[src/rtl/led_cnt_pkg.sv]
// Shared types and helpers for the multi-channel LED indicator block.
// Mode encodings match the two-bit mode field presented on the config write port.
package led_cnt_pkg;

    typedef enum logic [1:0] {
        MODE_OFF   = 2'd0,
        MODE_ON    = 2'd1,
        MODE_BLINK = 2'd2,
        MODE_DIM   = 2'd3
    } mode_e;

    // Divisor is a bit index into the shared counter, so it can never exceed its top bit.
    function automatic int clamp_div(input int div, input int cnt_w);
        return (div > cnt_w - 1) ? cnt_w - 1 : div;
    endfunction

endpackage

[src/rtl/led_cnt_ch.sv]
// One LED channel: holds its mode/divisor/duty configuration and the registered LED drive.
// The LED register is computed from the configuration already stored, so a write lands one edge later.
module led_cnt_ch
    import led_cnt_pkg::*;
#(
    parameter int CNT_W   = 28,
    parameter int DIV_W   = 5,
    parameter int DIV_RST = 24,
    parameter int PWM_W   = 4
) (
    input  logic             clk100,
    input  logic             rstn,
    input  logic [CNT_W-1:0] i_cnt,
    input  logic             i_wr,
    input  logic [1:0]       i_mode,
    input  logic [DIV_W-1:0] i_div,
    input  logic [PWM_W-1:0] i_duty,
    output logic             o_led
);

    localparam logic [DIV_W-1:0] DIV_RST_C  = DIV_W'(clamp_div(DIV_RST, CNT_W));
    localparam logic [PWM_W-1:0] DUTY_RST_C = PWM_W'(2 ** (PWM_W - 1));

    mode_e            r_mode;
    logic [DIV_W-1:0] r_div;
    logic [PWM_W-1:0] r_duty;
    logic             r_led;

    logic [CNT_W-1:0] w_shifted;
    logic             w_ledNext;

    // A shift keeps the divisor select legal whatever DIV_W is relative to CNT_W.
    assign w_shifted = i_cnt >> r_div;

    always_comb begin
        w_ledNext = 1'b0;
        case (r_mode)
            MODE_OFF:   w_ledNext = 1'b0;
            MODE_ON:    w_ledNext = 1'b1;
            MODE_BLINK: w_ledNext = w_shifted[0];
            MODE_DIM:   w_ledNext = (i_cnt[PWM_W-1:0] < r_duty);
            default:    w_ledNext = 1'b0;
        endcase
    end

    always_ff @(posedge clk100 or negedge rstn) begin
        if (!rstn) begin
            r_mode <= MODE_BLINK;
            r_div  <= DIV_RST_C;
            r_duty <= DUTY_RST_C;
            r_led  <= 1'b0;
        end else begin
            if (i_wr) begin
                r_mode <= mode_e'(i_mode);
                r_div  <= DIV_W'(clamp_div(int'(i_div), CNT_W));
                r_duty <= i_duty;
            end
            r_led <= w_ledNext;
        end
    end

    assign o_led = r_led;

endmodule

[src/rtl/led_cnt_multi.sv]
// Multi-channel LED indicator: one shared free-running counter drives NUM_CH independently configured LEDs.
// Config writes are acknowledged one cycle later; out-of-range selects are flagged and dropped.
module led_cnt_multi
    import led_cnt_pkg::*;
#(
    parameter int NUM_CH  = 4,
    parameter int CNT_W   = 28,
    parameter int DIV_W   = 5,
    parameter int DIV_RST = 24,
    parameter int PWM_W   = 4,
    parameter int SEL_W   = (NUM_CH > 1) ? $clog2(NUM_CH) : 1
) (
    input  logic              clk100,
    input  logic              rstn,
    input  logic              wren_i,
    input  logic [SEL_W-1:0]  ch_sel_i,
    input  logic [1:0]        mode_i,
    input  logic [DIV_W-1:0]  div_i,
    input  logic [PWM_W-1:0]  duty_i,
    output logic              wr_ack_o,
    output logic              wr_err_o,
    output logic [NUM_CH-1:0] led_o
);

    localparam logic [31:0] NUM_CH_U = 32'(NUM_CH);

    logic [CNT_W-1:0]  r_cnt;
    logic              r_ack;
    logic              r_err;
    logic              w_inRange;
    logic [NUM_CH-1:0] w_chWr;

    assign w_inRange = (32'(ch_sel_i) < NUM_CH_U);

    always_ff @(posedge clk100 or negedge rstn) begin
        if (!rstn) begin
            r_cnt <= '0;
            r_ack <= 1'b0;
            r_err <= 1'b0;
        end else begin
            r_cnt <= r_cnt + CNT_W'(1);
            r_ack <= wren_i;
            r_err <= wren_i && !w_inRange;
        end
    end

    assign wr_ack_o = r_ack;
    assign wr_err_o = r_err;

    // An out-of-range select matches no channel, so the write is dropped without extra gating.
    for (genvar g = 0; g < NUM_CH; g++) begin : g_ch
        assign w_chWr[g] = wren_i && (32'(ch_sel_i) == 32'(g));

        led_cnt_ch #(
            .CNT_W   (CNT_W),
            .DIV_W   (DIV_W),
            .DIV_RST (DIV_RST),
            .PWM_W   (PWM_W)
        ) u_ch (
            .clk100 (clk100),
            .rstn   (rstn),
            .i_cnt  (r_cnt),
            .i_wr   (w_chWr[g]),
            .i_mode (mode_i),
            .i_div  (div_i),
            .i_duty (duty_i),
            .o_led  (led_o[g])
        );
    end

endmodule

[config.mk]
export PLATFORM = sky130hd
export DESIGN_NAME = led_cnt_multi
export DESIGN_NICKNAME = d
export VERILOG_FILES = /design/src/rtl/led_cnt_pkg.sv /design/src/rtl/led_cnt_ch.sv /design/src/rtl/led_cnt_multi.sv
export SDC_FILE = /design/constraint.sdc
export NUM_CORES = 1
export LEC_CHECK = 0
export BUFFER_PORTS_ARGS = -buffer_cell sky130_fd_sc_hd__buf_2
export CORE_UTILIZATION = 50
export DETAILED_ROUTE_END_ITERATION = 8
export PLACE_DENSITY = 0.7
export SETUP_SLACK_MARGIN = 0.15
export SYNTH_ARGS = -nofsm -noshare
export SYNTH_HDL_FRONTEND = slang
export SYNTH_SLANG_ARGS = --single-unit
[constraint.sdc]
create_clock -name clk100 -period 1.6 [get_ports clk100]
set_input_delay 0.24 -clock clk100 [delete_from_list [all_inputs] [get_ports clk100]]
set_output_delay 0.24 -clock clk100 [all_outputs]
set_load 0.03 [all_outputs]
# Word level (Yosys, flattened, before mapping)
# Index checks and enable logic that the tools add are counted.
# totals
ff_bits,77
in_bits,16
output_inout_bits,6
# op_classes
addsub,1
order_cmp,5
n_eq_ne,15
n_shift,4
muxes,5
n_reduce_logical,9
# op_table
cell,count
$shr 28x5->1,4
$add 28x1->28 const B,1
$eq 2x2->1 const B,10
$lt 4x4->1,4
$pmux 1 s4,4
$eq 2x1->1 const B,5
$logic_not 2->1,5
$gt 5x5->1 const B,1
$mux 5,1
$logic_and 1x1->1,4

# Depth between registers and ports, before layout
# Gate-level depths: netlist of the first run.
# logic_depth
ltp_word,2
depth_mapped,7
depth_no_buf,7

# Hierarchy
# From an unflattened synthesis of the first run, not the netlist that was laid out.
# hier_totals
hier_cells,387
area_unflattened_um2,4468.0
# modules_own_cells
module,n_inst,cells_each,area_each_um2
led_cnt_ch,4,70,797.0
led_cnt_multi,1,107,1280.0

# Least setup slack after synthesis of the first run
# Ideal clock, no wire load.
# synth_timing
kind,register -> register
startpoint,register r_cnt[2]
endpoint,register g_ch[0].u_ch.r_led
setup_ns,0.094
t_arrival_ns,1.520
required_time_ns,1.506
setup_slack_ns,-0.014
path_stages_with_launch,7
path_buffers,0
path_cell_list,dfrtp_1 > ha_1 > a21oi_1 > nor2b_1 > o311ai_0 > o311ai_0 > a211oi_1
# synth_via
elab_chain_len,2
# synth_lines
element,line_no,rtl
"start, declared",led_cnt_multi.sv:27,logic [CNT_W-1:0] r_cnt;
"start signal, assigned",led_cnt_multi.sv:41,r_cnt <= r_cnt + CNT_W'(1);
$shr 28x5->1 / $lt 4x4->1 (equally long branches),"led_cnt_ch.sv:33, led_cnt_ch.sv:41",
$pmux 1 s4 *,led_cnt_ch.sv:37,case (r_mode)
via g_ch[0].u_ch.w_ledNext,led_cnt_ch.sv:30,logic w_ledNext;
"end signal, assigned",led_cnt_ch.sv:58,r_led <= w_ledNext;
"end, declared",led_cnt_ch.sv:27,logic r_led;
# Mark *: on every way through the listed nets, which the timed path passes. The rest lies on a longest branch.
# A chain may end at the register's enable or synchronous reset.

# Worst setup path in the final report of the first run
# layout_timing
startpoint,register r_cnt[2]
endpoint,register g_ch[1].u_ch.r_led
# layout_via
elab_chain_len,2
# layout_lines
element,line_no
$shr 28x5->1 / $lt 4x4->1 (equally long branches),"led_cnt_ch.sv:33, led_cnt_ch.sv:41"
$pmux 1 s4 *,led_cnt_ch.sv:37
via g_ch[1].u_ch.w_ledNext,led_cnt_ch.sv:30
"end signal, assigned",led_cnt_ch.sv:58
"end, declared",led_cnt_ch.sv:27
# Marks and branches as above.

==> results by group, run 1 <==
Hold path
  – Cell count of the worst hold path: 1
  – Hold Path End: wr_ack_o
  – Worst hold start: wren_i
  – Worst min path class: input pin to flip-flop

Layout
  – ANT cells: 0
  – Final Cell Area: 5470 µm²
  – Share of cells above drive strength 1: 48.5%
  – Fin nets: 488
  – Fill count: 623
  – FF+latch area: 1960 µm²
  – Final Util: 65.5%
  – Area Overhead vs Synth: 25.1%
  – Area of the multi-input gates: 2340 µm²

Synthesis
  – Sequential area share after synthesis: 44.5%
  – Syn Area/Cell: 11.8 µm²
  – Asr flop ratio synth: 100%
  – Synth unique cells: 44
  – Seq cells post-synth: 77
  – Cell Area, Synth: 4370 µm²
  – Post-synth EDFFs: 0
  – Synthesized instance count: 369
  – Synthesized net count: 398
  – Yosys warning count: 0
  – Top FF cell, synth: dfrtp_1

Clock network
  – Max Buffers Root-to-Sink: 2
  – Root buf cell: clkbuf_8
  – Worst-path clk slew: 0.09 ns
  – Num CTS Buffers: 9
  – Worst-Skew Late Latency: 0.35 ns
  – CTS tree: yes
  – Clock sink total: 77
  – Htree depth: 3

Pwr
  – P_int: 3470 µW
  – Clk pwr share: 29.0%
  – PD cells: 916 nW/µm²
  – Sw Share: 30.8%
  – Static Leakage: 0.00239 µW
  – Combinational share of power: 20.9%
  – NetSw: 1540 µW
  – VDD IR max: 0.623 mV
  – Reg power frac: 50.0%

Setup path
  – Setup Crit Path Kind: flip-flop to flip-flop
  – Reg-to-reg startpoint: r_cnt[2]
  – Crit. End Element: flip-flop
  – Worst-path fanout max: 8
  – Worst R2R Setup Slack: -0.14 ns
  – Worst EP arrival: 1.98 ns
  – Startpoint Class: flip-flop
  – CP required: 1.84 ns
  – Worst r2r dst: g_ch[1].u_ch.o_led
  – R2R depth: 6

Timing
  – Slew headroom: 63.9%
  – Setup violations, final: 10
  – Tmin final: 1.74 ns
  – Peak Freq: 576 MHz
  – Setup TNS: -0.665 ns
  – Hold_ws: 0.0364 ns
  – Fin crit share: 108%
  – RSZ-0062 raised after global routing: yes
  – Slew @ Worst Pin: 0.539 ns
  – Endpoints failing hold: 0
  – Final Max Slew Viols: 0
  – Layout Skew: 0.0122 ns
  – Final worst setup slack: -0.136 ns

Floorplanning
  – # rows: 33
  – Core Box Area: 8340 µm²
  – Die Y: 95.5 µm
  – # IOs: 22
  – Die W: 95.5 µm
  – Full die area: 9120 µm²
  – Starting Density: 52.4%

Drt
  – Drt pass-1 iters: 5
  – Routed Wire Length: 10800 µm
  – Vias/cell: 5.85
  – Wire length per cell: 19.0 µm
  – Vias: 3327
  – Drt drc: 0
  – Antenna Nets Post-Route: 0
  – First DRT Iteration DRCs: 223

Global route
  – Largest net degree at the start of global routing: 45
  – GRT overflow: 0
  – First-pass GRT wire length: 17100 µm
  – Total GRT Usage: 26.2%
  – Vias in the first global route: 3306
  – Initial antenna violation count: 0

Placement
  – Dpl ws: -0.256 ns
  – Buffers on Ports: 20
  – Area after DPL: 5000 µm²
  – Gpl congestion: 0.887
  – Dpl hpwl: 7790 µm

Run
  – Max cap viols: 0

Status
  – Outcome: finished with violations
  – Failing checks: negative setup slack
==> critical path, stage by stage, from the launching register on <==
cell and delay (ns):
dfrtp_2 0.50, ha_1 0.33, a21oi_1 0.13, o21ai_0 0.10, a21oi_1 0.19, o32ai_1 0.12
nor4_1 0.26
==> registers in the layout (all words and copies together) (netlist names) <==
signal	cells
g_ch.u_ch.r_duty	16
g_ch.u_ch.r_mode	8
g_ch.u_ch.o_led	4
g_ch.u_ch.r_div	20
wr_ack_o	1
r_cnt	28
==> cells in the final DEF, fill, tap and decap left out, drive strengths merged, types with 2 or more instances in the layout <==
cell,netlist,final
xor2,6,6
dfstp,16,16
nand3,15,15
mux2i,6,6
inv,21,23
a31oi,2,2
mux2,29,29
nand4,6,6
o311ai,2,2
nand2,39,39
and3,2,2
o41a,2,2
o22ai,2,2
clkinvlp,0,2
nor3,2,2
dfrtp,61,61
nand3b,4,4
a311oi,2,2
ha,13,13
clkbuf,8,11
o21ai,19,19
buf,15,101
mux4,28,28
and4,2,2
o2111ai,3,3
nor4,2,2
nor2,18,18
xnor2,20,20
nor2b,4,4
a21oi,11,11
==> layout make-up <==
cell class,instances,area share [%]
multi-input cells,248,42.8
flip-flops and latches,77,35.9
repair buffers,102,13.9
clock buffers,11,2.77
well taps,105,2.40
inverters,21,1.44
clock inverters,5,0.755
==> worst max path at each step <==
stage          slack (ns)                  start  cells after the start                 end
2_1_floorplan        0.01  g_ch[1].u_ch.r_div[1]                      5  g_ch[1].u_ch.o_led
3_3_place_gp        -0.25  g_ch[0].u_ch.r_div[1]                      6  g_ch[0].u_ch.o_led
3_5_place_dp        -0.26  g_ch[0].u_ch.r_div[1]                      6  g_ch[0].u_ch.o_led
4_1_cts             -0.16               r_cnt[2]                      6  g_ch[0].u_ch.o_led
5_1_grt             -0.18               r_cnt[2]                      6  g_ch[1].u_ch.o_led
6_report            -0.14               r_cnt[2]                      6  g_ch[1].u_ch.o_led
==> kinds of logic after synthesis <==
logic type,Yosys count,synth area share [%]
buf+inv,44,4.98
fa+ha+maj,13,3.72
other cells,1,0.0858
compound gates,46,6.47
mux,63,23.8
simple gates,99,11.2
flops,77,44.5
xor+xnor,26,5.21
==> synthesized netlist by cell type (all sizes together) (2+ instances only) <==
master / number / area, µm²
dfrtp: 61 / 1530
nand2: 39 / 146
mux2: 29 / 327
mux4: 28 / 653
inv: 21 / 78.8
xnor2: 20 / 175
o21ai: 19 / 95.1
nor2: 18 / 70.1
dfstp: 16 / 420
buf: 15 / 105
nand3: 15 / 75.1
ha: 13 / 163
a21oi: 11 / 55.1
clkbuf: 8 / 33.8
mux2i: 6 / 60.1
nand4: 6 / 37.5
xor2: 6 / 52.6
nand3b: 4 / 30.0
nor2b: 4 / 25.0
o2111ai: 3 / 26.3
a311oi: 2 / 17.5
a31oi: 2 / 12.5
and3: 2 / 12.5
and4: 2 / 17.5
nor3: 2 / 10.0
nor4: 2 / 12.5
o22ai: 2 / 12.5
o311ai: 2 / 17.5
o41a: 2 / 22.5
==> timing repair <==
action | CTS | global route
endpoints found under the setup margin | 26 | 25
buffers inserted | 6 | 7
gates resized for setup | 32 | 12
hold buffers | 1 | 0
endpoints found under the hold margin | 35 | 0
pin swaps | 21 | 5
==> power groups by stage <==
stage / registers [µW] / clock network [µW] / logic, µW
finish: 2510 / 1450 / 1050
global route: 2540 / 1550 / 1150
CTS: 2500 / 1460 / 1050
global placement: 2520 / 0 / 990
floorplan: 2410 / 0 / 810
detailed placement: 2530 / 0 / 1020
==> through the flow <==
| step | total power (µW) | std cells |
|---|---|---|
| finish | 5010 | 569 |
| global route | 5240 | 569 |
| CTS | 5010 | 562 |
| detailed placement | 3550 | 539 |
| global placement | 3510 | 539 |
| floorplan | 3220 | 369 |
==> metal layers <==
metal | routed length [µm] | global-route usage [%] | share of wire (%)
met2 | 5170 | 41.1 | 48
met3 | 671 | 5.50 | 6.2
met5 | 0 | 0 | 0
met4 | 223 | 9.70 | 2.1
met1 | 4770 | 36.1 | 44
Power figures use the tool's default switching activity.
==> run 2: changes to the inputs <==
--- a/config.mk
+++ b/config.mk
@@ -6,10 +6,13 @@
 export NUM_CORES = 1
 export LEC_CHECK = 0
 export BUFFER_PORTS_ARGS = -buffer_cell sky130_fd_sc_hd__buf_2
+export CAP_MARGIN = 20
 export CORE_UTILIZATION = 50
 export DETAILED_ROUTE_END_ITERATION = 8
 export PLACE_DENSITY = 0.7
+export REMOVE_ABC_BUFFERS = 1
 export SETUP_SLACK_MARGIN = 0.15
 export SYNTH_ARGS = -nofsm -noshare
 export SYNTH_HDL_FRONTEND = slang
 export SYNTH_SLANG_ARGS = --single-unit
+export TNS_END_PERCENT = 10
==> run 2 against run 1 <==
The run still ends with negative setup slack left. Final area shrank 1.5%. First-iteration DRC count increased by 39%. Critical endpoint is now g_ch[0].u_ch.o_led. Via count fell by 1.7%. Global-route usage is 0.44 points lower. Register-to-register slack worse by 0.04 ns.
==> results by group, run 2 (synthesized netlist as in run 1, its figures left out) <==
Drt
  – First DRT Iteration DRCs: 311
  – Drt drc: 0
  – Vias/cell: 5.92
  – Drt pass-1 iters: 4
  – Routed Wire Length: 10500 µm
  – Wire length per cell: 19.0 µm
  – Vias: 3270
  – Antenna Nets Post-Route: 0

Status
  – Failing checks: negative setup slack
  – Outcome: finished with violations

Clock network
  – Worst-Skew Late Latency: 0.36 ns
  – CTS tree: yes
  – Max Buffers Root-to-Sink: 2
  – Worst-path clk slew: 0.09 ns
  – Clock sink total: 77
  – Htree depth: 3
  – Num CTS Buffers: 9
  – Root buf cell: clkbuf_8

Placement
  – Dpl ws: -0.293 ns
  – Dpl cells: 533
  – Dpl hpwl: 7730 µm
  – Gpl congestion: 0.892
  – Buffers on Ports: 20

Floorplanning
  – Die W: 95.5 µm
  – # rows: 33
  – Starting Density: 52.4%
  – Core Box Area: 8340 µm²
  – Full die area: 9120 µm²
  – Die Y: 95.5 µm
  – # IOs: 22

Timing
  – Layout Skew: 0.0146 ns
  – Hold_ws: 0.0260 ns
  – Fin crit share: 111%
  – Tmin final: 1.77 ns
  – RSZ-0062 raised after global routing: yes
  – Endpoints failing hold: 0
  – Setup violations, final: 14
  – Final worst setup slack: -0.171 ns
  – Peak Freq: 565 MHz
  – Final Max Slew Viols: 0

Global route
  – First-pass GRT wire length: 17000 µm
  – Total GRT Usage: 25.8%
  – GRT overflow: 0
  – Largest net degree at the start of global routing: 27
  – Vias in the first global route: 3297
  – Initial antenna violation count: 0

Layout
  – Most frequent cells in the layout: buf_4, dfrtp_1, nand2_1, mux2_2, mux4_2
  – Final non-filler cell total: 552
  – Final Util: 64.6%
  – Reg with most FFs: r_cnt
  – Fin nets: 471
  – ANT cells: 0
  – Area Overhead vs Synth: 23.2%
  – Number of flip-flops under the largest register name: 28
  – Most common cell after layout, fill and taps aside: buf_4
  – Share of cells above drive strength 1: 46.8%
  – Fill count: 628
  – Largest regs: r_cnt: 28 flops, g_ch.u_ch.r_div: 20 flops, g_ch.u_ch.r_duty: 16 flops

Setup path
  – CP required: 1.87 ns
  – Worst EP arrival: 2.04 ns
  – Crit. End Element: flip-flop
  – Startpoint Class: flip-flop
  – Reg-to-reg startpoint: g_ch[0].u_ch.r_duty[3]
  – Worst setup path startpoint: g_ch[0].u_ch.r_duty[3]
  – Setup Crit Path Kind: flip-flop to flip-flop
  – Worst-path fanout max: 2

Pwr
  – Static Leakage: 0.00231 µW
  – VDD IR max: 0.477 mV
  – PD cells: 974 nW/µm²
  – Tot Pwr: 5250 µW

Run
  – Max cap viols: 0

Hold path
  – Worst hold start: wren_i
  – Worst min path class: input pin to flip-flop
-- run 2: metal layers --
metal	track usage, %	share of wire [%]
met5	0	0
met3	5.90	6.5
met2	39.7	46
met1	35.1	44
met4	10.7	3.2
-- run 2: path summary, 6_finish.rpt --
path	to	slack (ns)	depth (start not counted)
worst max-delay path	g_ch[0].u_ch.o_led	-0.17	7
worst min-delay path	wr_ack_o	0.03	1
worst max register to register	g_ch[0].u_ch.o_led	-0.17	7
worst min register to register	g_ch[2].u_ch.r_duty[0]	0.50	1
max in group asynchronous	g_ch[1].u_ch.r_div[3]	0.70	3
min in group asynchronous	r_cnt[8]	0.31	2
-- run 2: area by class of cell --
type	instances	area (µm²)	area share (%)
inverter	21	78.8	1.46
tap	105	131	2.44
clock buffer	10	138	2.56
clock inverter	6	86.3	1.60
multi-input combinational	248	2350	43.7
sequential	77	1960	36.4
timing repair buffer	85	638	11.8
-- run 2: through the flow --
stage | cell area (µm²) | TNS (ns)
2_1_floorplan | 4230 | -0.110
3_3_place_gp | 4970 | -0.442
3_5_place_dp | 4970 | -1.16
4_1_cts | 5260 | -0.395
5_1_grt | 5390 | -2.27
6_report | 5390 | -0.924
-- run 2: power by group --
group / switching [µW] / total, µW / internal, µW
Combinational: 496 / 1060 / 563
Sequential: 283 / 2530 / 2250
Clock: 740 / 1660 / 918
Total: 1520 / 5250 / 3730
-- run 2: worst max-delay path, stage by stage (launching register included) --
cell and delay (ns):
dfstp_2 0.52, inv_1 0.05, ha_1 0.29, nand3_1 0.09, a21oi_1 0.07, o311ai_4 0.29, o311ai_2 0.15, a211oi_1 0.22
-- run 2: repair_timing --
action | CTS | global route
setup buffers | 0 | 2
setup endpoints to repair | 24 | 26
resized for setup | 29 | 24
pin swaps | 23 | 16
hold buffers | 1 | 0
endpoints found under the hold margin | 16 | 0
==> run 3: changes to the inputs <==
--- a/config.mk
+++ b/config.mk
@@ -15,4 +15,4 @@
 export SYNTH_ARGS = -nofsm -noshare
 export SYNTH_HDL_FRONTEND = slang
 export SYNTH_SLANG_ARGS = --single-unit
-export TNS_END_PERCENT = 10
+export TNS_END_PERCENT = 20
==> run 3 against run 2 <==
The run still ends with negative setup slack left. Sequential power about the same. Critical path type unchanged. Critical endpoint unchanged. Worst hold slack improved by 0.0022 ns. Routed wire length increased by 2.3%. First-iteration DRC count decreased by 23%. Critical path depth unchanged. Sequential cell count unchanged. Clock-buffer cell count unchanged. Total power increased by 0.22%. Sequential share of layout area decreased by 0.19 points. Non-clock buffer count increased by 1.
==> results by group, run 3 (synthesized netlist as in run 1, its figures left out) <==
Drt
  – Routed Wire Length: 10700 µm
  – Vias/cell: 5.98
  – First DRT Iteration DRCs: 241
  – Drt pass-1 iters: 4
  – Wire length per cell: 19.4 µm
  – Vias: 3309
  – Drt drc: 0
  – Antenna Nets Post-Route: 0

Global route
  – Met3 usage: 5.82%
  – Total GRT Usage: 25.7%
  – GRT overflow: 0
  – Initial antenna violation count: 0
  – Met1 usage in global routing: 34.8%
  – Vias in the first global route: 3301
  – Largest net degree at the start of global routing: 27
  – First-pass GRT wire length: 17000 µm
  – GR Util met2: 40.1%
  – Busiest grt layer: met2

Clock network
  – Worst-path clk slew: 0.08 ns
  – CTS tree: yes
  – Worst-Skew Late Latency: 0.36 ns
  – Clock sink total: 77
  – Htree depth: 3
  – Num CTS Buffers: 9
  – Root buf cell: clkbuf_8
  – Max Buffers Root-to-Sink: 2

Status
  – Outcome: finished with violations
  – Failing checks: negative setup slack

Floorplanning
  – Die W: 95.5 µm
  – Starting Density: 52.4%
  – # rows: 33
  – Full die area: 9120 µm²
  – Die Y: 95.5 µm
  – Core Box Area: 8340 µm²
  – # IOs: 22

Layout
  – Area Overhead vs Synth: 24.0%
  – Number of flip-flops under the largest register name: 28
  – Most frequent cells in the layout: buf_4, dfrtp_1, nand2_1, mux2_2, mux4_2
  – Final Cell Area: 5420 µm²
  – Fin nets: 472
  – Largest regs: r_cnt: 28 flops, g_ch.u_ch.r_div: 20 flops, g_ch.u_ch.r_duty: 16 flops
  – Share of cells above drive strength 1: 47.3%
  – Most common cell after layout, fill and taps aside: buf_4
  – Final Util: 65.0%
  – Fill count: 626
  – Reg with most FFs: r_cnt
  – ANT cells: 0

Timing
  – Peak Freq: 550 MHz
  – Final worst setup slack: -0.218 ns
  – Final Max Slew Viols: 0
  – Layout Skew: 0.0110 ns
  – RSZ-0062 raised after global routing: yes
  – Hold_ws: 0.0282 ns
  – Fin crit share: 114%
  – Setup violations, final: 4
  – Setup TNS: -0.478 ns
  – Endpoints failing hold: 0
  – Tmin final: 1.82 ns

Hold path
  – Worst min path class: input pin to flip-flop

Placement
  – Dpl hpwl: 7730 µm
  – Area after DPL: 4970 µm²
  – Buffers on Ports: 20
  – Gpl congestion: 0.892

Setup path
  – Worst EP arrival: 2.08 ns
  – Worst-path fanout max: 4
  – Setup Crit Path Kind: flip-flop to flip-flop
  – Startpoint Class: flip-flop
  – CP required: 1.86 ns
  – Slowest-stage cell, CP: dfrtp_1
  – CP peak stage delay: 0.42 ns
  – CP cell instances: buf_6 > ha_4 > a21oi_4 > nor2b_4 > o311ai_4 > o311ai_2 > a211oi_1
  – Crit. End Element: flip-flop
  – Worst R2R Setup Slack: -0.22 ns

Pwr
  – VDD IR max: 0.478 mV
  – Tot Pwr: 5260 µW
  – Static Leakage: 0.00232 µW
  – PD cells: 970 nW/µm²

Run
  – Max cap viols: 0
==> run 3: through the flow <==
stage / std cells / setup slack, ns
after floorplan: 346 / -0.0593
after global placement: 533 / -0.138
final: 553 / -0.218
after detailed placement: 533 / -0.293
after CTS: 551 / -0.0985
after global routing: 553 / -0.232
==> run 3: final timing paths <==
path | startpoint | endpoint | depth (start not counted)
hold reg to reg | g_ch[2].u_ch.r_duty[0] | g_ch[2].u_ch.r_duty[0] | 1
max in group asynchronous | rstn | g_ch[1].u_ch.r_div[4] | 3
setup reg to reg | r_cnt[2] | g_ch[0].u_ch.o_led | 7
hold / removal | wren_i | wr_ack_o | 1
min in group asynchronous | rstn | g_ch[0].u_ch.r_duty[0] | 2
setup / recovery | r_cnt[2] | g_ch[0].u_ch.o_led | 7
==> run 3: layer usage <==
metal  part of all wire [%]  up-vias  wire length (µm)
li1                       -     1480                 -
met1                     43     1673              4600
met2                     48      129              5130
met3                    6.8       27               729
met4                    2.8        0               297
met5                      0        -                 0
==> run 3: cell type report <==
| class | instances | area, µm² | area share, % |
|---|---|---|---|
| Clock buffer | 10 | 138 | 2.54 |
| Clock inverter | 6 | 86.3 | 1.59 |
| Inverter | 21 | 78.8 | 1.45 |
| Multi-Input combinational cell | 248 | 2370 | 43.8 |
| Sequential cell | 77 | 1960 | 36.2 |
| Tap cell | 105 | 131 | 2.42 |
| Timing Repair Buffer | 86 | 649 | 12.0 |
==> run 3: what timing repair did <==
action / in CTS / in global routing
pin swaps: 11 / 17
hold buffers: 1 / 0
endpoints found under the hold margin: 16 / 0
buffers inserted: 1 / 2
gates cloned: 0 / 0
resized for setup: 24 / 30
endpoints found under the setup margin: 24 / 26
==> run 3: worst max-delay path: cells and delay by family, from the launching register on <==
kind | cells | cell delay (ns)
AOI/OAI and AO/OA | 4 | 0.88
buffers and inverters | 1 | 0.14
and+or+nand+nor | 1 | 0.06
DFF | 1 | 0.42
adders and majority gates | 1 | 0.22
==> run 3: power breakdown <==
| group | internal [µW] | total [µW] | switching (µW) | leakage, µW |
|---|---|---|---|---|
| Clock | 918 | 1650 | 729 | 0.000112 |
| Sequential | 2250 | 2530 | 283 | 0.000923 |
| Combinational | 567 | 1080 | 512 | 0.00129 |
